[config.mk]
export PLATFORM = sky130hd
export DESIGN_NAME = func_host_flat
export DESIGN_NICKNAME = d
export VERILOG_FILES = /design/src/rtl/func_host_if.sv /design/src/rtl/func_host.sv /design/src/flat_wrapper.sv
export SDC_FILE = /design/constraint.sdc
export NUM_CORES = 1
export LEC_CHECK = 0
export ABC_AREA = 0
export CAP_MARGIN = 5
export CORE_MARGIN = 2
export CORE_UTILIZATION = 55
export DETAILED_ROUTE_END_ITERATION = 16
export GPL_TIMING_DRIVEN = 0
export MAX_ROUTING_LAYER = met4
export PLACE_DENSITY = 0.89
export SYNTH_ARGS = -nofsm -noshare
export SYNTH_HDL_FRONTEND = slang
export SYNTH_SLANG_ARGS = --single-unit
export TNS_END_PERCENT = 50
[constraint.sdc]
create_clock -name clk_i -period 3 [get_ports clk_i]
set_clock_uncertainty 0.05 [all_clocks]
set_input_delay 0.45 -clock clk_i [delete_from_list [all_inputs] [get_ports clk_i]]
set_output_delay 0.45 -clock clk_i [all_outputs]
set_load 0.05 [all_outputs]
[src/rtl/func_host_if.sv]
// Signal bundle between func_host, its command source, the func core and the result sink.
// master = func_host view; slave = the surrounding environment's view.
interface func_host_if;
  logic        cmd_valid_i;
  logic        cmd_ready_o;
  logic [7:0]  cmd_a_i;
  logic [7:0]  cmd_b_i;
  logic [7:0]  core_a_o;
  logic [7:0]  core_b_o;
  logic        core_in_ready_o;
  logic        core_out_ready_i;
  logic [23:0] core_out_i;
  logic        res_valid_o;
  logic        res_ready_i;
  logic [23:0] res_data_o;
  logic [7:0]  res_tag_o;

  modport master (
    input  cmd_valid_i, cmd_a_i, cmd_b_i, core_out_ready_i, core_out_i, res_ready_i,
    output cmd_ready_o, core_a_o, core_b_o, core_in_ready_o, res_valid_o, res_data_o, res_tag_o
  );

  modport slave (
    output cmd_valid_i, cmd_a_i, cmd_b_i, core_out_ready_i, core_out_i, res_ready_i,
    input  cmd_ready_o, core_a_o, core_b_o, core_in_ready_o, res_valid_o, res_data_o, res_tag_o
  );
endinterface

[src/rtl/func_host.sv]
// Initiator for the func core: buffers (a, b) pairs, issues one at a time, returns tagged results.
// Define FUNC_HOST_CHECK_EN to add an internal a*b + b^3 model that flags core mismatches.
module func_host #(
  parameter int DEPTH   = 4,
  parameter int TIMEOUT = 255
) (
  input  logic        clk_i,
  input  logic        rst_i,
  func_host_if.master bus,
  input  logic        err_clr_i,
  output logic        err_timeout_o,
  output logic        mismatch_o
);
  // state     | meaning
  // IDLE      | waiting for a buffered command and a free result slot
  // ISSUE     | core_in_ready_o strobe, wait counter cleared
  // WAIT_LOW  | waiting for the core to drop its stale out_ready
  // WAIT_HIGH | waiting for out_ready to rise with the new result

  localparam int AW = $clog2(DEPTH);
  localparam int CW = $clog2(TIMEOUT + 2);

  typedef enum logic [1:0] {IDLE, ISSUE, WAIT_LOW, WAIT_HIGH} state_t;
  state_t state, state_nxt;

  logic [7:0]    fifo_a   [DEPTH];
  logic [7:0]    fifo_b   [DEPTH];
  logic [7:0]    fifo_tag [DEPTH];
  logic [AW-1:0] wr_ptr, rd_ptr;
  logic [AW:0]   count;
  logic [7:0]    tag_cnt;
  logic [7:0]    cur_tag;
  logic [CW-1:0] wait_cnt;
  logic [CW-1:0] wait_inc;
  logic          push, pop, capture, expire, slot_free, timed_out;

  assign bus.cmd_ready_o     = (count != (AW+1)'(DEPTH));
  assign push                = bus.cmd_valid_i & bus.cmd_ready_o;
  assign slot_free           = !bus.res_valid_o | bus.res_ready_i;
  assign wait_inc            = wait_cnt + CW'(1);
  assign timed_out           = (TIMEOUT != 0) && (wait_inc == CW'(TIMEOUT));
  assign bus.core_in_ready_o = (state == ISSUE);

  always_ff @(posedge clk_i or negedge rst_i) begin
    if (!rst_i) state <= IDLE;
    else        state <= state_nxt;
  end

  // Completion is tested before expiry so a result arriving on the last cycle is kept.
  always_comb begin
    state_nxt = state;
    pop       = 1'b0;
    capture   = 1'b0;
    expire    = 1'b0;
    case (state)
      IDLE: begin
        if ((count != '0) && slot_free) begin
          pop       = 1'b1;
          state_nxt = ISSUE;
        end
      end
      ISSUE: state_nxt = WAIT_LOW;
      WAIT_LOW: begin
        if (timed_out) begin
          expire    = 1'b1;
          state_nxt = IDLE;
        end else if (!bus.core_out_ready_i) begin
          state_nxt = WAIT_HIGH;
        end
      end
      WAIT_HIGH: begin
        if (bus.core_out_ready_i) begin
          capture   = 1'b1;
          state_nxt = IDLE;
        end else if (timed_out) begin
          expire    = 1'b1;
          state_nxt = IDLE;
        end
      end
      default: state_nxt = IDLE;
    endcase
  end

  always_ff @(posedge clk_i or negedge rst_i) begin
    if (!rst_i) begin
      wr_ptr  <= '0;
      rd_ptr  <= '0;
      count   <= '0;
      tag_cnt <= '0;
      for (int i = 0; i < DEPTH; i++) begin
        fifo_a[i]   <= '0;
        fifo_b[i]   <= '0;
        fifo_tag[i] <= '0;
      end
    end else begin
      if (push) begin
        fifo_a[wr_ptr]   <= bus.cmd_a_i;
        fifo_b[wr_ptr]   <= bus.cmd_b_i;
        fifo_tag[wr_ptr] <= tag_cnt;
        wr_ptr           <= wr_ptr + AW'(1);
        tag_cnt          <= tag_cnt + 8'd1;
      end
      if (pop) rd_ptr <= rd_ptr + AW'(1);
      case ({push, pop})
        2'b10:   count <= count + (AW+1)'(1);
        2'b01:   count <= count - (AW+1)'(1);
        default: count <= count;
      endcase
    end
  end

  always_ff @(posedge clk_i or negedge rst_i) begin
    if (!rst_i) begin
      bus.core_a_o <= '0;
      bus.core_b_o <= '0;
      cur_tag      <= '0;
      wait_cnt     <= '0;
    end else begin
      if (pop) begin
        bus.core_a_o <= fifo_a[rd_ptr];
        bus.core_b_o <= fifo_b[rd_ptr];
        cur_tag      <= fifo_tag[rd_ptr];
      end
      if (state == ISSUE)                              wait_cnt <= '0;
      else if (state == WAIT_LOW || state == WAIT_HIGH) wait_cnt <= wait_inc;
    end
  end

  always_ff @(posedge clk_i or negedge rst_i) begin
    if (!rst_i) begin
      bus.res_valid_o <= 1'b0;
      bus.res_data_o  <= '0;
      bus.res_tag_o   <= '0;
    end else if (capture) begin
      bus.res_valid_o <= 1'b1;
      bus.res_data_o  <= bus.core_out_i;
      bus.res_tag_o   <= cur_tag;
    end else if (bus.res_valid_o && bus.res_ready_i) begin
      bus.res_valid_o <= 1'b0;
    end
  end

  always_ff @(posedge clk_i or negedge rst_i) begin
    if (!rst_i)         err_timeout_o <= 1'b0;
    else if (expire)    err_timeout_o <= 1'b1;
    else if (err_clr_i) err_timeout_o <= 1'b0;
  end

`ifdef FUNC_HOST_CHECK_EN
  logic [23:0] model;
  assign model = 24'(bus.core_a_o) * 24'(bus.core_b_o)
               + 24'(bus.core_b_o) * 24'(bus.core_b_o) * 24'(bus.core_b_o);

  always_ff @(posedge clk_i or negedge rst_i) begin
    if (!rst_i)                                   mismatch_o <= 1'b0;
    else if (capture && (model != bus.core_out_i)) mismatch_o <= 1'b1;
    else if (err_clr_i)                           mismatch_o <= 1'b0;
  end
`else
  assign mismatch_o = 1'b0;
`endif
endmodule

[src/flat_wrapper.sv]
// flat-port wrapper written by rule: the top's interface ports become plain ports
module func_host_flat 
#(
  parameter int DEPTH   = 4,
  parameter int TIMEOUT = 255
)
  (clk_i, rst_i, err_clr_i, err_timeout_o, mismatch_o, bus_cmd_valid_i, bus_cmd_a_i, bus_cmd_b_i, bus_core_out_ready_i, bus_core_out_i, bus_res_ready_i, bus_cmd_ready_o, bus_core_a_o, bus_core_b_o, bus_core_in_ready_o, bus_res_valid_o, bus_res_data_o, bus_res_tag_o);
  func_host_if bus_i ();
  input  logic clk_i;
  input  logic rst_i;
  input  logic err_clr_i;
  output logic err_timeout_o;
  output logic mismatch_o;
  input wire logic [$bits(bus_i.cmd_valid_i)-1:0] bus_cmd_valid_i;
  input wire logic [$bits(bus_i.cmd_a_i)-1:0] bus_cmd_a_i;
  input wire logic [$bits(bus_i.cmd_b_i)-1:0] bus_cmd_b_i;
  input wire logic [$bits(bus_i.core_out_ready_i)-1:0] bus_core_out_ready_i;
  input wire logic [$bits(bus_i.core_out_i)-1:0] bus_core_out_i;
  input wire logic [$bits(bus_i.res_ready_i)-1:0] bus_res_ready_i;
  output wire logic [$bits(bus_i.cmd_ready_o)-1:0] bus_cmd_ready_o;
  output wire logic [$bits(bus_i.core_a_o)-1:0] bus_core_a_o;
  output wire logic [$bits(bus_i.core_b_o)-1:0] bus_core_b_o;
  output wire logic [$bits(bus_i.core_in_ready_o)-1:0] bus_core_in_ready_o;
  output wire logic [$bits(bus_i.res_valid_o)-1:0] bus_res_valid_o;
  output wire logic [$bits(bus_i.res_data_o)-1:0] bus_res_data_o;
  output wire logic [$bits(bus_i.res_tag_o)-1:0] bus_res_tag_o;
  assign bus_i.cmd_valid_i = bus_cmd_valid_i;
  assign bus_i.cmd_a_i = bus_cmd_a_i;
  assign bus_i.cmd_b_i = bus_cmd_b_i;
  assign bus_i.core_out_ready_i = bus_core_out_ready_i;
  assign bus_i.core_out_i = bus_core_out_i;
  assign bus_i.res_ready_i = bus_res_ready_i;
  assign bus_cmd_ready_o = bus_i.cmd_ready_o;
  assign bus_core_a_o = bus_i.core_a_o;
  assign bus_core_b_o = bus_i.core_b_o;
  assign bus_core_in_ready_o = bus_i.core_in_ready_o;
  assign bus_res_valid_o = bus_i.res_valid_o;
  assign bus_res_data_o = bus_i.res_data_o;
  assign bus_res_tag_o = bus_i.res_tag_o;
  func_host #(.DEPTH(DEPTH), .TIMEOUT(TIMEOUT)) u_core (.clk_i(clk_i), .rst_i(rst_i), .bus(bus_i), .err_clr_i(err_clr_i), .err_timeout_o(err_timeout_o), .mismatch_o(mismatch_o));
endmodule
Word level (Yosys, flattened, before mapping)
Index checks and enable logic that the tools add are counted.
{ "totals": {"register_bits": 180, "in_bits": 46, "out_inout_bits": 53, "wordCells": 94} }
{ "op_classes": {"add_sub_neg": 6, "magnitude_cmp": 3, "n_eq_ne": 10, "muxes": 34, "bitwise": 4, "reduce_logical": 12} }
{ "ops": {"columns": ["cell", "count"], "rows": [
  ["bitwise mux 32 bit", 3],
  ["two-way mux 8 bit", 7],
  ["binary-select mux 8 bit (select 2 bit)", 3],
  ["two-way mux 9 bit", 2],
  ["demux 8 bit (select 2 bit)", 1],
  ["two-way mux 1 bit", 10],
  ["two-way mux 2 bit", 5],
  ["adder 9 x 1 -> 9 bit (second input constant)", 1],
  ["== test 9 x 8 -> 1 bit (second input constant)", 1],
  ["adder 8 x 1 -> 8 bit (second input constant)", 1],
  ["case mux 2 bit (4 select lines)", 1],
  ["nonzero test 2 bit", 4],
  ["== test 2 bit (second input constant)", 3],
  [">= comparator 3 bit (second input constant)", 2],
  ["inequality test 3 x 2 -> 1 bit (second input constant)", 2],
  ["NOT 2 -> 3 bit", 2],
  ["case mux 3 bit (2 select lines)", 1],
  ["adder 2 x 1 -> 2 bit (second input constant)", 2],
  ["== test 2 x 1 -> 1 bit (second input constant)", 2],
  ["adder 3 x 1 -> 3 bit (second input constant)", 1],
  ["logical AND 1 bit", 3],
  ["less-than comparator 3 x 1 -> 1 bit (second input constant)", 1],
  ["inequality test 3 bit (second input constant)", 1],
  ["AND reduction 3 bit", 1],
  ["9 further kinds", 9]
]} }

Longest topological paths before layout
{ "logic_depth": {"depth_word": 7, "ltp_mapped": 10, "mapped_depth_nobuf": 9} }

Least setup slack after synthesis
Ideal clock, no wire load.
{ "synth_timing": {"path_type": "reg-to-reg", "startpoint": "register u_core.bus.res_valid_o", "endpoint": "register u_core.count[2]", "setup_ps": 79, "arrival_ps": 2166, "required_time_ps": 2871, "path_slack_ps": 705, "path_stages_with_launch": 11, "path_buffers": 2, "synth_period_minus_slack_ps": 2295, "cell_sequence": "dfrtp_1 > nand2b_1 > o311a_1 > buf_4 > buf_4 > ha_1 > inv_1 > fa_1 > xor2_1 > nor2_1 > xor2_1"} }
{ "synth_via": {"elab_chain_len": 7, "word_cells_on_any_way": 9, "classes_between": "eq/ne (2); mux (3); bitwise (1); reduce/logical (3)"} }
{ "synth_rtl": {"columns": ["element", "line", "text"], "rows": [
  ["start: declaration", "func_host_if.sv:20", "output cmd_ready_o, core_a_o, core_b_o, core_in_ready_o, res_valid_o, res_data_o, res_tag_o"],
  ["start signal: assignment", "func_host.sv:131", "bus.res_valid_o <= 1'b0;"],
  ["start signal: assignment", "func_host.sv:135", "bus.res_valid_o <= 1'b1;"],
  ["start signal: assignment", "func_host.sv:139", "bus.res_valid_o <= 1'b0;"],
  ["zero test 1 bit *", "func_host.sv:39", "assign slot_free = !bus.res_valid_o | bus.res_ready_i;"],
  ["OR 1 bit *", "func_host.sv:39", null],
  ["logical AND 1 bit *", "func_host.sv:57", "if ((count != '0) && slot_free) begin"],
  ["two-way mux 1 bit *", "func_host.sv:57", null],
  ["two-way mux 1 bit *", "func_host.sv:55", "case (state)"],
  ["named net u_core.pop", "func_host.sv:35", "logic push, pop, capture, expire, slot_free, timed_out;"],
  ["== test 2 x 1 -> 1 bit / == test 2 bit (equally long branches)", "func_host.sv:104", "case ({push, pop})"],
  ["case mux 3 bit (2 select lines) / nonzero test 2 bit (equally long branches)", null, null],
  ["end signal: assignment", "func_host.sv:105", "2'b10: count <= count + (AW+1)'(1);"],
  ["end signal: assignment", "func_host.sv:106", "2'b01: count <= count - (AW+1)'(1);"],
  ["end signal: assignment", "func_host.sv:107", "default: count <= count;"],
  ["end: declaration", "func_host.sv:30", "logic [AW:0] count;"]
]} }
The timed path passes the listed nets; every way through them passes the cells marked *.
A chain may end at the register's enable or synchronous reset.

Worst setup path after layout
{ "layout_timing": {"startpoint": "register u_core.state[0]", "endpoint": "register u_core.count[2]"} }
{ "layout_via": {"elab_chain_len": 4, "word_cells_on_any_way": 6, "classes_between": "eq/ne (2); mux (2); reduce/logical (2)"} }
{ "layout_rtl": {"columns": ["element", "line", "text"], "rows": [
  ["start: declaration", "func_host.sv:24", "state_t state, state_nxt;"],
  ["start signal: assignment", "func_host.sv:46", "else state <= state_nxt;"],
  ["zero test 2 bit *", "func_host.sv:55", null],
  ["two-way mux 1 bit *", "func_host.sv:55", null],
  ["named net u_core.pop", "func_host.sv:35", null],
  ["== test 2 x 1 -> 1 bit / == test 2 bit (equally long branches)", "func_host.sv:104", null],
  ["case mux 3 bit (2 select lines) / nonzero test 2 bit (equally long branches)", null, null]
]} }
Marked as above.

==> reports/metrics.cfg <==
[synthesis]
synth.area.mux_share=0.3007
synth_seq_cells=180
synth.top_cell.area_share=0.5826
syn_nets=548
synth_top_cells_by_area=dfrtp_1 58%, mux2_2 22%, mux4_2 7.0%, ha_1 1.3%, buf_6 1.2%
synth_cells=493
yosys.area_share.simple=0.03674
post-synth-top-area-cell=dfrtp_1
synth_compound_area_frac=0.01748
seq_area_frac_synth=0.5826
syn_area_sq_um=7731
yosysUniqueCellTypes=37
ys.flop_type=dfrtp_1
ys_warn_count=0
synth_top_family_by_area=multiplexers
synth_area_per_cell_sq_um=15.68
synth_edf_count=0
synthArstFlopShare=1.000
synth_commonest_cells=180 x dfrtp_1, 150 x mux2_2, 24 x mux4_2, 15 x nand2_1, 10 x xnor2_1
yosysMostFrequentCell=dfrtp_1
yosys.area_share.adder=0.01554
synth_xor_area_frac=0.01699

[placement]
place_congestion=0.7708
port_buffers=97
dp_hpwl_microns=10040
placed_cell_area_sq_um=8960

[cts]
post_cts_resized=0
clkLatencyLatePin_ns=0.43
cts_setup_buffers=0
cts_buffers=17
cts_tree=built
cts_buffer_depth=2
cts_root_buf=clkbuf_16
htree_levels=4
clk_pin_slew_ns=0.06
cts_sinks=180

[grt]
grt_first_pass_wirelength_microns=24160
antenna_found_initial=0
grt_overflow=0
grt_pass1_vias=4831
grt_max_degree=114
grt_usage=0.2195

[detailed_routing]
first_pass_iters=4
antenna_left=0
drt_iter0_drc=247
wl_met2_microns=7712
wl_per_cell_microns=18.84
finalWirelength_microns=15150
vias=4536
drc=0
dr_wl_met3_microns=662
top_layer=met4
via_per_inst=5.642
wl_met1_microns=6516

[hold_path]
hp-class=reg2reg
min_from=u_core.fifo_tag[11]

[sta]
timing.final.crit_share=0.8852
rsz0062_at_grt=no
fin_hold_ws_ns=0.4429
period_needed_ns=2.656
setup_violations=0
drv_slew=0
fmax_ghz=0.3766
slew_headroom=0.5026
tightest_slew_ns=0.7461
hold_viol=0

[die]
start_util=0.5591
dieWidth_microns=122.6
pin_count=99
row_count=43
dieArea_sq_um=15020
die_y_microns=122.6
core_sq_um=13830

[setup_path]
crit_path_start=u_core.state[0]
worstSetupPathType=reg2reg
cp.required_ns=3.30
r2r_slack_ns=0.34
cp_max_fo=10
crit_path_start_kind=register
end_kind=register
arrival_ns=2.95
r2r-start=u_core.state[0]

[job]
drv_cap=0

[pwr]
p_leak_nw=4.187
ir_drop_mv=0.8311
p_per_area_nw_per_um2=1199

[finish]
nets=666
syn_to_final_growth_pct=23.87
diodes=0
final_layout_size_suffix_gt1_frac=0.3798
filler_cell_count=893
final-seq-area_sq_um=4504
multiInputGateArea_sq_um=2999
finalInstanceArea_sq_um=9577

[outcome]
status=complete, no violations

## final timing paths
check                           depth (start not counted)                        end
worst max-delay path                                   10            u_core.count[2]
worst min register to register                          1        u_core.fifo_tag[11]
min in group asynchronous                               2  u_core.bus.res_data_o[16]
max in group asynchronous                               3           u_core.wr_ptr[1]
worst max register to register                         10            u_core.count[2]
worst min-delay path                                    1        u_core.fifo_tag[11]
## cell usage in the layout (no fill, tap or decap), drive strengths merged
cell type,count
a211oi,1
a21boi,1
a21oi,4
a32o,1
and3,4
and4,1
buf,21
bufinv,3
clkbuf,26
clkdlybuf4s50,96
clkinv,8
clkinvlp,2
conb,1
dfrtp,180
dlygate4sd3,1
fa,1
ha,8
inv,11
mux2,154
mux2i,5
mux4,24
nand2,19
nand2b,3
nand3,5
nand4,6
nor2,4
nor2b,5
o21ai,8
o21bai,1
o22ai,1
o311a,1
o311ai,1
or3,1
or4,1
xnor2,10
xor2,5
## through the flow
stage               std cells  setup slack [ns]  utilization  TNS, ns  power, mW
global placement          770            -5.395       0.6456  -968.17      8.981
CTS                       804            0.3541       0.6926        0      11.57
detailed placement        771            0.1208       0.6480        0      9.262
finish                    804            0.3444       0.6926        0      11.48
global route              804            0.1809       0.6926        0      12.06
floorplan                 493            0.7052            -        0      7.741
## sequential cells by signal, indices dropped and copies added (netlist names)
register,flops
u_core.bus.res_tag_o,8
u_core.bus.core_a_o,8
u_core.bus.res_valid_o,1
u_core.count,3
u_core.wait_cnt,9
u_core.state,2
u_core.tag_cnt,8
u_core.wr_ptr,2
u_core.bus.res_data_o,24
u_core.fifo_a,32
u_core.err_timeout_o,1
u_core.rd_ptr,2
u_core.cur_tag,8
u_core.bus.core_b_o,8
u_core.fifo_b,32
u_core.fifo_tag,32
## critical path, cell delays in order, from the launching register on
cell	delay (ns)
dfrtp_1	0.44
nor2_2	0.34
o311a_1	0.23
buf_4	0.23
buf_4	0.25
ha_1	0.20
inv_1	0.06
fa_1	0.37
xor2_1	0.15
nor2_1	0.10
xor2_1	0.16
## power by group
| group | total (mW) | switching [mW] | internal (mW) |
|---|---|---|---|
| clock network | 2.27 | 0.953 | 1.32 |
| registers | 4.18 | 0.639 | 3.54 |
| logic | 5.03 | 2.61 | 2.42 |
## per-layer routing
| layer | GRT usage | up-vias |
|---|---|---|
| met5 | - | - |
| met4 | 0.06681 | 0 |
| met3 | 0.05483 | 24 |
| met2 | 0.3611 | 118 |
| met1 | 0.2703 | 2376 |
| li1 | - | 2018 |
## area by class of cell
class                      count  share of cell area
clock buffer                  17             0.04442
buffer                        28             0.02025
tap                          180             0.02352
multi-input combinational    276              0.3132
clock inverter                15             0.01894
inverter                       9            0.003528
sequential                   180              0.4703
timing repair buffer          99              0.1058
## what timing repair did
item	CTS	global route
hold buffers	1	0
endpoints found under the setup margin	0	0
hold endpoints to repair	67	0
## logic make-up after synthesis
kind of cell	Yosys count
adder cells (fa/ha/maj)	9
AO/OA/AOI/OAI	19
XOR/XNOR	15
flip-flops	180
buffers and inverters	37
other	1
AND/OR/NAND/NOR	49
multiplexers	183
Note: power is estimated with default switching activity, not from simulation.
